$ cat src/rtl/uart_tx_arbiter.sv
// Round-robin arbiter that shares one UART transmitter between NUM_REQ byte-stream requesters.
// Each granted byte is sequenced as: latch data (ack), pulse start, wait for busy to rise
// (bounded by BUSY_WAIT), then wait for busy to fall. A byte with i_Last=0 locks the grant
// to its requester so a multi-byte packet is never interleaved with other requesters' bytes.
//
// Ports:
//   Clock, Reset     system clock, asynchronous active-high reset
//   i_Req  [N]       per-requester byte request (level, held until ack)
//   i_Data [8N]      byte for requester k at [8k+7:8k]
//   i_Last [N]       byte from requester k ends its packet
//   o_Ack  [N]       one-cycle pulse: byte from requester k accepted
//   o_Grant[N]       one-hot current owner, zero when idle
//   o_Locked         grant held for an unfinished packet
//   o_Start          one-cycle start pulse to the UART
//   o_Data [8]       registered byte to the UART
//   i_Busy           UART busy
module uart_tx_arbiter #(
  parameter int unsigned NUM_REQ   = 4,
  parameter int unsigned BUSY_WAIT = 15
) (
  input  logic                 Clock,
  input  logic                 Reset,
  input  logic [NUM_REQ-1:0]   i_Req,
  input  logic [8*NUM_REQ-1:0] i_Data,
  input  logic [NUM_REQ-1:0]   i_Last,
  output logic [NUM_REQ-1:0]   o_Ack,
  output logic [NUM_REQ-1:0]   o_Grant,
  output logic                 o_Locked,
  output logic                 o_Start,
  output logic [7:0]           o_Data,
  input  logic                 i_Busy
);

  localparam int unsigned PtrW = (NUM_REQ > 1) ? $clog2(NUM_REQ) : 1;
  localparam int unsigned CntW = (BUSY_WAIT > 1) ? $clog2(BUSY_WAIT + 1) : 1;

  typedef enum logic [2:0] {
    StIdle,
    StLoad,
    StStart,
    StWaitBusy,
    StWaitDone,
    StDone
  } state_e;

  state_e              state_q, state_d;
  logic [NUM_REQ-1:0]  grant_q, grant_d;
  logic [PtrW-1:0]     ptr_q, ptr_d;
  logic                lock_q, lock_d;
  logic [7:0]          data_q, data_d;
  logic [NUM_REQ-1:0]  ack_q, ack_d;
  logic                start_q, start_d;
  logic [CntW-1:0]     cnt_q, cnt_d;

  // Fields of the current owner selected by the one-hot grant.
  logic [PtrW-1:0] owner_idx;
  logic [7:0]      owner_data;
  logic            owner_req;
  logic            owner_last;

  always_comb begin
    owner_idx  = '0;
    owner_data = '0;
    owner_req  = 1'b0;
    owner_last = 1'b0;
    for (int unsigned k = 0; k < NUM_REQ; k++) begin
      if (grant_q[k]) begin
        owner_idx  = PtrW'(k);
        owner_data = i_Data[8*k +: 8];
        owner_req  = i_Req[k];
        owner_last = i_Last[k];
      end
    end
  end

  // Round-robin pick: first requester searching upward from ptr_q+1 with wrap-around, so the
  // requester served last (ptr_q) is considered last.
  logic            rr_found;
  logic [PtrW-1:0] rr_idx;
  logic [PtrW-1:0] rr_cand;

  always_comb begin
    rr_found = 1'b0;
    rr_idx   = '0;
    rr_cand  = '0;
    for (int unsigned i = 1; i <= NUM_REQ; i++) begin
      rr_cand = PtrW'((32'(ptr_q) + i) % NUM_REQ);
      if (!rr_found && i_Req[rr_cand]) begin
        rr_found = 1'b1;
        rr_idx   = rr_cand;
      end
    end
  end

  always_comb begin
    state_d = state_q;
    grant_d = grant_q;
    ptr_d   = ptr_q;
    lock_d  = lock_q;
    data_d  = data_q;
    cnt_d   = cnt_q;

    unique case (state_q)
      StIdle: begin
        if (!i_Busy) begin
          if (lock_q) begin
            // Locked: only the packet owner may continue; everyone else waits.
            if (owner_req) state_d = StLoad;
          end else if (rr_found) begin
            grant_d = NUM_REQ'(1) << rr_idx;
            state_d = StLoad;
          end
        end
      end
      StLoad: begin
        data_d  = owner_data;
        lock_d  = !owner_last;
        state_d = StStart;
      end
      StStart: begin
        cnt_d   = '0;
        state_d = StWaitBusy;
      end
      StWaitBusy: begin
        if (i_Busy) begin
          state_d = StWaitDone;
        end else if (cnt_q == CntW'(BUSY_WAIT - 1)) begin
          // UART never acknowledged the start; give up on this byte.
          state_d = StDone;
        end else begin
          cnt_d = cnt_q + CntW'(1);
        end
      end
      StWaitDone: begin
        if (!i_Busy) state_d = StDone;
      end
      StDone: begin
        if (lock_q) begin
          state_d = owner_req ? StLoad : StIdle;
        end else begin
          ptr_d   = owner_idx;
          grant_d = '0;
          state_d = StIdle;
        end
      end
      default: state_d = StIdle;
    endcase

    // Pulses registered so they coincide with the LOAD and START states.
    ack_d   = (state_d == StLoad) ? grant_d : '0;
    start_d = (state_d == StStart);
  end

  always_ff @(posedge Clock or posedge Reset) begin
    if (Reset) begin
      state_q <= StIdle;
      grant_q <= '0;
      ptr_q   <= PtrW'(NUM_REQ - 1);
      lock_q  <= 1'b0;
      data_q  <= '0;
      ack_q   <= '0;
      start_q <= 1'b0;
      cnt_q   <= '0;
    end else begin
      state_q <= state_d;
      grant_q <= grant_d;
      ptr_q   <= ptr_d;
      lock_q  <= lock_d;
      data_q  <= data_d;
      ack_q   <= ack_d;
      start_q <= start_d;
      cnt_q   <= cnt_d;
    end
  end

  assign o_Ack    = ack_q;
  assign o_Grant  = grant_q;
  assign o_Locked = lock_q;
  assign o_Start  = start_q;
  assign o_Data   = data_q;

endmodule

$ cat config.mk
export PLATFORM = sky130hd
export DESIGN_NAME = uart_tx_arbiter
export DESIGN_NICKNAME = d
export VERILOG_FILES = /design/src/rtl/uart_tx_arbiter.sv
export SDC_FILE = /design/constraint.sdc
export NUM_CORES = 1
export LEC_CHECK = 0
export ABC_AREA = 1
export CAP_MARGIN = 20
export CORE_UTILIZATION = 60
export CTS_CLUSTER_SIZE = 14
export DETAILED_ROUTE_END_ITERATION = 12
export DONT_BUFFER_PORTS = 1
export PLACE_DENSITY = 0.82
export SLEW_MARGIN = 20
export SYNTH_ARGS = -nofsm -noshare
export SYNTH_HDL_FRONTEND = slang
export SYNTH_SLANG_ARGS = --single-unit
$ cat constraint.sdc
create_clock -name Clock -period 2.05 [get_ports Clock]
set_input_delay 0.3075 -clock Clock [delete_from_list [all_inputs] [get_ports Clock]]
set_output_delay 0.3075 -clock Clock [all_outputs]
set_load 0.02 [all_outputs]
==> results of run 1 <==
registers in the layout, indices dropped and copies added (netlist names):
register  count
o_Ack         4
o_Start       1
o_Grant       4
o_Data        8
state_q       3
ptr_q         2
cnt_q         4
o_Locked      1
where the power goes:
group,leakage (nW),internal [mW],switching [mW]
Clock,0.0177,0.0731,0.153
Sequential,0.339,0.738,0.336
Combinational,0.598,0.507,0.980
per-stage QoR:
step                worst slack (ps)  util (%)  hold slack [ps]
floorplan                        355         -              359
global placement                 259      66.4              302
detailed placement               208      66.4              301
CTS                              202      67.8              178
global route                    32.0      67.8              158
finish                           206      67.8              183
layer usage:
metal  up-vias  track usage [%]
li1        808                -
met1       715             37.7
met2        58             41.7
met3         2             3.46
met4         0             9.06
met5         -                0
cells by family after synthesis:
logic type	count (synthesis)	share of synthesized area (%)
flip-flops	27	38.0
XOR/XNOR	2	0.981
buffers and inverters	37	8.47
adder cells (fa/ha/maj)	2	1.40
AO/OA/AOI/OAI	43	15.1
AND/OR/NAND/NOR	133	36.1
worst max-delay path: stages, from the launching register on:
cell and delay, ps:
dfstp_2 660, inv_6 80, nand2_4 70, nand2_1 50, nand2_1 110, nand2_4 80, nor2_8 130, nand3_4 80
nand2_1 70, nand2_1 50, nand2_1 50, nand2_1 50, nand2_1 50, nand2_1 80, nand2_2 120, a21oi_1 60
synth_stat cells:
cell / n
nand2_1: 78
inv_1: 26
dfrtp_1: 25
nand3_1: 18
a21oi_1: 14
o21ai_0: 12
nand2_2: 10
nor2_1: 10
a32oi_1: 7
inv_2: 6
nand2_4: 6
nor2_2: 4
a21oi_2: 3
clkbuf_1: 3
nor3_1: 3
dfstp_2: 2
ha_1: 2
a22oi_1: 1
a2bb2oi_1: 1
a311oi_1: 1
a31oi_1: 1
a32o_1: 1
buf_6: 1
inv_6: 1
nand3_2: 1
nand3_4: 1
nand4_1: 1
nor2_8: 1
o21ai_1: 1
o22ai_1: 1
xnor2_1: 1
xor2_1: 1
worst paths after layout:
kind / start / endpoint / slack (ps) / depth (start not counted)
max: ptr_q[0]$_DFFE_PP1P_ / o_Ack[1]$_DFF_PP0_ / 210 / 15
min: i_Data[30] / o_Data[6]$_DFFE_PP0P_ / 180 / 2
max reg2reg: ptr_q[0]$_DFFE_PP1P_ / o_Ack[1]$_DFF_PP0_ / 210 / 15
min reg2reg: cnt_q[3]$_DFFE_PP0P_ / cnt_q[3]$_DFFE_PP0P_ / 560 / 2
max in group asynchronous: Reset / cnt_q[3]$_DFFE_PP0P_ / 1010 / 3
min in group asynchronous: Reset / o_Grant[0]$_DFF_PP0_ / 460 / 2
area by class of cell:
class | instances | share of cell area [%]
clock inverter | 1 | 0.265
clock buffer | 3 | 1.19
sequential | 27 | 36.0
tap | 31 | 2.06
multi-input combinational | 180 | 50.8
timing repair buffer | 7 | 2.92
inverter | 33 | 6.83
what timing repair did:
item,in CTS,in global routing
endpoints found under the hold margin,14,0
hold buffers,1,0
buffers inserted,0,0
==> impl_metrics.py, run 1 <==
metrics = {
    "setup_path": {
        "crit_type": "flop to flop",
        "cp-end-kind": "flop",
        "required_ps": 2280,
        "crit_arrival_ps": 2070,
        "crit_fanout": 10,
        "startpoint_type": "flop",
    },
    "detailed_routing": {
        "wl_met2_mm": 1.82,
        "vias_per_cell": 5.61,
        "antenna_left": 0,
        "vias": 1583,
        "routed.top_layer": "met4",
        "drt_iter0_markers": 52,
        "met3_wirelength_um": 262,
        "drt-met1-wl_mm": 1.72,
        "finalWirelength_mm": 3.83,
        "dr.pass1.iters": 4,
        "drc_errors": 0,
        "wire_per_inst_um": 13.6,
    },
    "synthesis": {
        "synth_fp_nets": 289,
        "synth_top_area_share_pct": 35.0,
        "synth_area_leader_cell": "dfrtp_1",
        "ys_ff_latch": 27,
        "ys_seq_area_share_pct": 38.0,
        "netlist_area_mm2": 0.00179,
        "syn_avg_cell_area_um2": 7.32,
        "synthCells": 244,
        "yosysWarnings": 0,
        "synthTopCellsByArea": "dfrtp_1 (35%), nand2_1 (16%), inv_1 (5.5%)",
        "ys_types": 32,
    },
    "floorplan": {
        "die_h_um": 56.6,
        "core-area_mm2": 0.00278,
        "rows": 19,
        "die_area_mm2": 0.00320,
        "initial_core_util_pct": 64.2,
        "die_w_um": 56.6,
        "ioPinCount": 61,
    },
    "sta": {
        "maxSlewViolCount": 0,
        "min_period_over_period_pct": 89.9,
        "finalCriticalPeriod_ps": 1840,
        "hold_viol_final": 0,
        "max_freq_mhz": 542,
        "rsz0062_at_grt": "no",
        "tightest_slew_ps": 595,
        "clock_skew_ps": 9.65,
        "setup_viol": 0,
        "tns_ps": 0,
        "max-slew-margin-rel_pct": 60.3,
    },
    "final_layout": {
        "diodes": 0,
        "final_cell_mix": "nand2_1 (78), inv_1 (26), dfrtp_1 (25)",
        "fillCellCount": 245,
        "final_common_cell": "nand2_1",
        "stdcell_count": 282,
        "syn_to_final_growth_pct": 5.53,
        "fin_nets": 297,
        "final_layout_size_suffix_gt1_share_pct": 17.9,
        "regArea_um2": 678,
        "final_cell_area_mm2": 0.00189,
        "multi_input_area_um2": 957,
    },
    "global_route": {
        "grt_max_degree": 18,
        "gr-total-overflow": 0,
        "grt_pass1_vias": 1470,
        "antenna_found_initial": 0,
        "grt_pass1_wl_mm": 6.65,
        "grt_usage_pct": 26.5,
    },
    "power_and_ir_drop": {
        "p_leak_nw": 0.955,
        "powerDensity_mw_per_mm2": 1480,
        "power_mw": 2.79,
        "peakVddDrop_mv": 0.932,
    },
    "min_path": {
        "worstHoldPathType": "input pin to flop",
    },
    "placed_design": {
        "gp_congestion": 0.882,
        "placed_area_mm2": 0.00185,
        "place_inst": 277,
        "dp_hpwl_mm": 3.05,
        "port_buffers": 0,
    },
    "clock_tree": {
        "cts.clk_slew.worst_paths_ps": 150,
        "numClockSinks": 27,
        "clk_latency_ps": 320,
        "htreeDepth": 1,
        "root_buffer": "clkbuf_4",
        "tritoncts": "built",
        "clockBufferDepth": 2,
        "cts_inserted_buffers": 3,
        "cts_resized": 0,
    },
    "run_status": {
        "status": "finished, final reports clean",
    },
    "job": {
        "maxCapViolations": 0,
    },
}
No activity file was read; power rests on OpenSTA's default activity.
==> run 2, diff against run 1 <==
==> constraint.sdc (replaced) <==
create_clock -name Clock -period 2.2 [get_ports Clock]
set_input_delay 0.33 -clock Clock [delete_from_list [all_inputs] [get_ports Clock]]
set_output_delay 0.33 -clock Clock [all_outputs]
set_load 0.02 [all_outputs]
==> impl_metrics.py, run 2 (synthesis gave the netlist of run 1 again) <==
metrics = {
    "power_and_ir_drop": {
        "peakVddDrop_mv": 0.887,
        "power.switching_mw": 1.39,
        "powerDensity_mw_per_mm2": 1390,
        "sw_frac_of_total_pct": 53.3,
        "pwr-share-seq_pct": 38.7,
        "p_leak_nw": 0.950,
        "p_comb_share_pct": 53.0,
        "p_clk_share_pct": 8.3,
        "power.internal_mw": 1.22,
    },
    "final_layout": {
        "final_common_cell": "nand2_1",
        "final_layout_size_suffix_gt1_share_pct": 17.6,
        "regArea_um2": 678,
        "diodes": 0,
        "fin_nets": 296,
        "final_cell_mix": "nand2_1 (78), inv_1 (26), dfrtp_1 (25)",
        "largest_reg_flops": 8,
        "syn_to_final_growth_pct": 5.11,
        "fillCellCount": 243,
        "multi_input_area_um2": 957,
    },
    "global_route": {
        "antenna_found_initial": 0,
        "grt_usage_pct": 26.4,
        "grt_pass1_wl_mm": 6.54,
        "grt_pass1_vias": 1460,
        "grt_max_degree": 18,
        "gr-total-overflow": 0,
    },
    "setup_path": {
        "startpoint_type": "flop",
        "crit_path_end": "o_Ack[1]$_DFF_PP0_",
        "r2r-start": "ptr_q[0]$_DFFE_PP1P_",
        "required_ps": 2430,
        "crit_family": "simple AND/OR/NAND/NOR gates",
        "critPathMaxStageDelay_ps": 660,
        "crit_cells": 15,
        "worstSetupStartpoint": "ptr_q[0]$_DFFE_PP1P_",
        "critical_path.cell_chain": "inv_6 -> nand2_4 -> nand2_1 -> nand2_1 -> nand2_4 -> nor2_8 -> nand3_4 -> nand2_1 -> nand2_1 -> nand2_1 -> nand2_1 -> nand2_1 -> nand2_1 -> nand2_2 -> a21oi_1",
        "rr_worst_depth": 15,
        "critical_path.slowest_cell": "dfstp_2",
        "cp_common_cell": "nand2_1",
        "crit_type": "flop to flop",
        "crit_fanout": 10,
        "r2r_end": "o_Ack[1]$_DFF_PP0_",
        "cp-end-kind": "flop",
        "rrSetupSlack_ps": 330,
        "crit_arrival_ps": 2100,
        "path_buf_inv": 1,
    },
    "sta": {
        "hold_viol_final": 0,
        "finalCriticalPeriod_ps": 1870,
        "max_freq_mhz": 534,
        "fin_hold_ws_ps": 198,
        "rsz0062_at_grt": "no",
        "maxSlewViolCount": 0,
        "tns_ps": 0,
        "max-slew-margin-rel_pct": 58.4,
        "setup_viol": 0,
        "clock_skew_ps": 3.15,
        "min_period_over_period_pct": 85.2,
        "tightest_slew_ps": 623,
    },
    "min_path": {
        "worstHoldPathType": "input pin to flop",
    },
    "detailed_routing": {
        "dr.pass1.iters": 4,
        "vias": 1599,
        "vias_per_cell": 5.69,
        "drc_errors": 0,
        "antenna_left": 0,
        "wire_per_inst_um": 14.2,
        "drt_iter0_markers": 43,
        "finalWirelength_mm": 3.99,
    },
    "clock_tree": {
        "cts_setup_buffers": 0,
        "cts_resized": 0,
        "htreeDepth": 1,
        "tritoncts": "built",
        "clockBufferDepth": 2,
        "clk_latency_ps": 320,
        "cts.clk_slew.worst_paths_ps": 150,
        "hold_buffers": 1,
        "numClockSinks": 27,
        "cts_inserted_buffers": 3,
        "root_buffer": "clkbuf_4",
    },
    "floorplan": {
        "core-area_mm2": 0.00278,
        "ioPinCount": 61,
        "die_area_mm2": 0.00320,
        "rows": 19,
        "die_w_um": 56.6,
        "die_h_um": 56.6,
        "initial_core_util_pct": 64.2,
    },
    "placed_design": {
        "dp_hpwl_mm": 3.16,
        "gp_congestion": 0.858,
        "port_buffers": 0,
    },
    "job": {
        "maxCapViolations": 0,
    },
    "run_status": {
        "status": "finished, final reports clean",
    },
}
## run 2: metrics by stage
stage / setup slack, ps / util (%) / std cells / cell area, um2 / power, mW
3_5_place_dp: 350 / 66.2 / 276 / 1840 / 2.40
2_1_floorplan: 505 / - / 244 / 1790 / 2.10
4_1_cts: 331 / 67.5 / 281 / 1880 / 2.62
6_report: 326 / 67.5 / 281 / 1880 / 2.62
5_1_grt: 145 / 67.5 / 281 / 1880 / 2.84
3_3_place_gp: 389 / 66.2 / 276 / 1840 / 2.36
## run 2: power groups by stage
stage          registers [mW]  logic [mW]  clock network, mW
2_1_floorplan           0.978        1.12                  0
3_3_place_gp             1.02        1.34                  0
3_5_place_dp             1.02        1.38                  0
4_1_cts                  1.01        1.38              0.221
5_1_grt                  1.04        1.57              0.235
6_report                 1.01        1.39              0.217
## run 2: how the worst min path moves through the flow
stage	from	depth (start not counted)	slack [ps]	endpoint
after floorplan	Reset	1	380	cnt_q[0]$_DFFE_PP0P_
after global placement	Reset	1	320	o_Grant[0]$_DFF_PP0_
after detailed placement	Reset	1	330	o_Grant[0]$_DFF_PP0_
after CTS	i_Data[30]	2	200	o_Data[6]$_DFFE_PP0P_
after global routing	i_Data[30]	2	180	o_Data[6]$_DFFE_PP0P_
final	i_Data[30]	2	200	o_Data[6]$_DFFE_PP0P_
## run 2: layout make-up
class / count / share of cell area [%]
multi-input combinational: 180 / 51.0
sequential: 27 / 36.1
inverter: 33 / 6.86
timing repair buffer: 6 / 2.53
tap: 31 / 2.07
clock buffer: 3 / 1.20
clock inverter: 1 / 0.266
## run 2: per-layer routing
| metal | track usage, % | routed length [um] | up-vias |
|---|---|---|---|
| li1 | - | - | 811 |
| met1 | 37.3 | 1780 | 738 |
| met2 | 40.3 | 1920 | 46 |
| met3 | 4.84 | 241 | 4 |
| met4 | 10.1 | 38 | 0 |
| met5 | 0 | 0 | - |
==> run 3, diff against run 2 <==
--- a/config.mk
+++ b/config.mk
@@ -8,6 +8,7 @@
 export ABC_AREA = 1
 export CAP_MARGIN = 20
 export CORE_UTILIZATION = 60
+export CTS_BUF_LIST = sky130_fd_sc_hd__clkbuf_8
 export CTS_CLUSTER_SIZE = 14
 export DETAILED_ROUTE_END_ITERATION = 12
 export DONT_BUFFER_PORTS = 1
==> impl_metrics.py, run 3 (synthesis gave the netlist of run 1 again) <==
metrics = {
    "floorplan": {
        "die_h_um": 56.6,
        "core-area_mm2": 0.00278,
        "rows": 19,
        "ioPinCount": 61,
        "die_area_mm2": 0.00320,
        "initial_core_util_pct": 64.2,
        "die_w_um": 56.6,
    },
    "clock_tree": {
        "cts_inserted_buffers": 3,
        "cts_resized": 0,
        "tritoncts": "built",
        "clk_latency_ps": 270,
        "htreeDepth": 1,
        "clockBufferDepth": 2,
        "hold_buffers": 0,
        "cts.clk_slew.worst_paths_ps": 90,
        "numClockSinks": 27,
        "cts_setup_buffers": 0,
        "root_buffer": "clkbuf_8",
    },
    "final_layout": {
        "syn_to_final_growth_pct": 5.60,
        "final_cell_mix": "nand2_1 (78), inv_1 (26), dfrtp_1 (25)",
        "final_layout_size_suffix_gt1_share_pct": 17.7,
        "fin_nets": 295,
        "largest_reg_flops": 8,
        "final_common_cell": "nand2_1",
        "diodes": 0,
        "stdcell_count": 280,
        "fillCellCount": 243,
    },
    "setup_path": {
        "rr_worst_depth": 15,
        "r2r-start": "ptr_q[0]$_DFFE_PP1P_",
        "crit_arrival_ps": 2020,
        "required_ps": 2360,
        "r2r_end": "o_Ack[1]$_DFF_PP0_",
        "rrSetupSlack_ps": 340,
        "crit_type": "flop to flop",
        "startpoint_type": "flop",
        "worstSetupStartpoint": "ptr_q[0]$_DFFE_PP1P_",
        "cp-end-kind": "flop",
        "crit_fanout": 10,
    },
    "job": {
        "maxCapViolations": 0,
    },
    "global_route": {
        "antenna_found_initial": 0,
        "grt_pass1_wl_mm": 6.64,
        "gr-total-overflow": 0,
        "grt_max_degree": 18,
        "grt_usage_pct": 26.6,
        "grt_pass1_vias": 1478,
    },
    "sta": {
        "tns_ps": 0,
        "tightest_slew_ps": 626,
        "max-slew-margin-rel_pct": 58.2,
        "hold_viol_final": 0,
        "min_period_over_period_pct": 84.4,
        "max_freq_mhz": 539,
        "setup_viol": 0,
        "maxSlewViolCount": 0,
        "rsz0062_at_grt": "no",
        "clock_skew_ps": 3.50,
        "finalCriticalPeriod_ps": 1860,
    },
    "detailed_routing": {
        "antenna_left": 0,
        "dr.pass1.iters": 4,
        "vias_per_cell": 5.67,
        "drc_errors": 0,
        "finalWirelength_mm": 4.04,
        "wire_per_inst_um": 14.4,
        "vias": 1588,
        "drt_iter0_markers": 52,
    },
    "power_and_ir_drop": {
        "p_leak_nw": 0.953,
        "powerDensity_mw_per_mm2": 1420,
        "p_comb_share_pct": 51.7,
        "peakVddDrop_mv": 0.878,
        "p_clk_share_pct": 10.4,
        "power_mw": 2.68,
        "sw_frac_of_total_pct": 52.2,
        "pwr-share-seq_pct": 37.9,
        "power.internal_mw": 1.28,
        "power.switching_mw": 1.40,
    },
    "placed_design": {
        "place_inst": 276,
        "gp_congestion": 0.858,
        "dp_hpwl_mm": 3.16,
        "port_buffers": 0,
    },
    "run_status": {
        "status": "finished, final reports clean",
    },
    "min_path": {
        "worstHoldPathType": "input pin to asynchronous set/reset pin",
    },
}
==> run 3: worst max-delay path by stage <==
stage | end | slack, ps | cells after the start
floorplan | o_Ack[2]$_DFF_PP0_ | 510 | 15
global placement | o_Ack[1]$_DFF_PP0_ | 390 | 15
finish | o_Ack[1]$_DFF_PP0_ | 340 | 15
detailed placement | o_Ack[1]$_DFF_PP0_ | 350 | 15
global route | o_Ack[1]$_DFF_PP0_ | 150 | 12
CTS | o_Ack[1]$_DFF_PP0_ | 340 | 15
==> run 3: routing by layer <==
layer  up-vias  share of wire [%]  GRT usage (%)
met2        52                 49           42.2
met1       723                 44           37.1
met5         -                  0              0
met3         5                6.3           4.15
met4         0               0.82           9.41
li1        808                  -              -
==> run 3: layout make-up <==
cell class / instances / area, um2 / area share (%)
inverter: 33 / 129 / 6.83
sequential: 27 / 678 / 35.9
tap: 31 / 38.8 / 2.06
multi-input combinational: 180 / 957 / 50.7
timing repair buffer: 5 / 37.5 / 1.99
clock buffer: 3 / 41.3 / 2.19
clock inverter: 1 / 5.00 / 0.265
==> run 3: stage by stage <==
step	instance area (um2)	worst slack [ps]	hold WS, ps	util, %
after CTS	1890	336	31.5	67.8
after floorplan	1790	505	381	-
final	1890	343	12.2	67.8
after detailed placement	1840	350	330	66.2
after global routing	1890	151	63.3	67.8
after global placement	1840	389	321	66.2
==> run 3: critical path, stage by stage (launching register included) <==
cell and delay (ps):
dfstp_2 640, inv_6 80, nand2_4 70, nand2_1 50, nand2_1 110, nand2_4 80
nor2_8 130, nand3_4 80, nand2_1 60, nand2_1 50, nand2_1 50, nand2_1 50
nand2_1 50, nand2_1 80, nand2_2 120, a21oi_1 60
==> run 3: power by group through the flow <==
stage / Clock, mW / Sequential [mW] / Combinational (mW)
2_1_floorplan: 0 / 0.978 / 1.12
3_3_place_gp: 0 / 1.02 / 1.34
3_5_place_dp: 0 / 1.02 / 1.38
4_1_cts: 0.284 / 1.01 / 1.39
5_1_grt: 0.298 / 1.04 / 1.57
6_report: 0.279 / 1.01 / 1.39
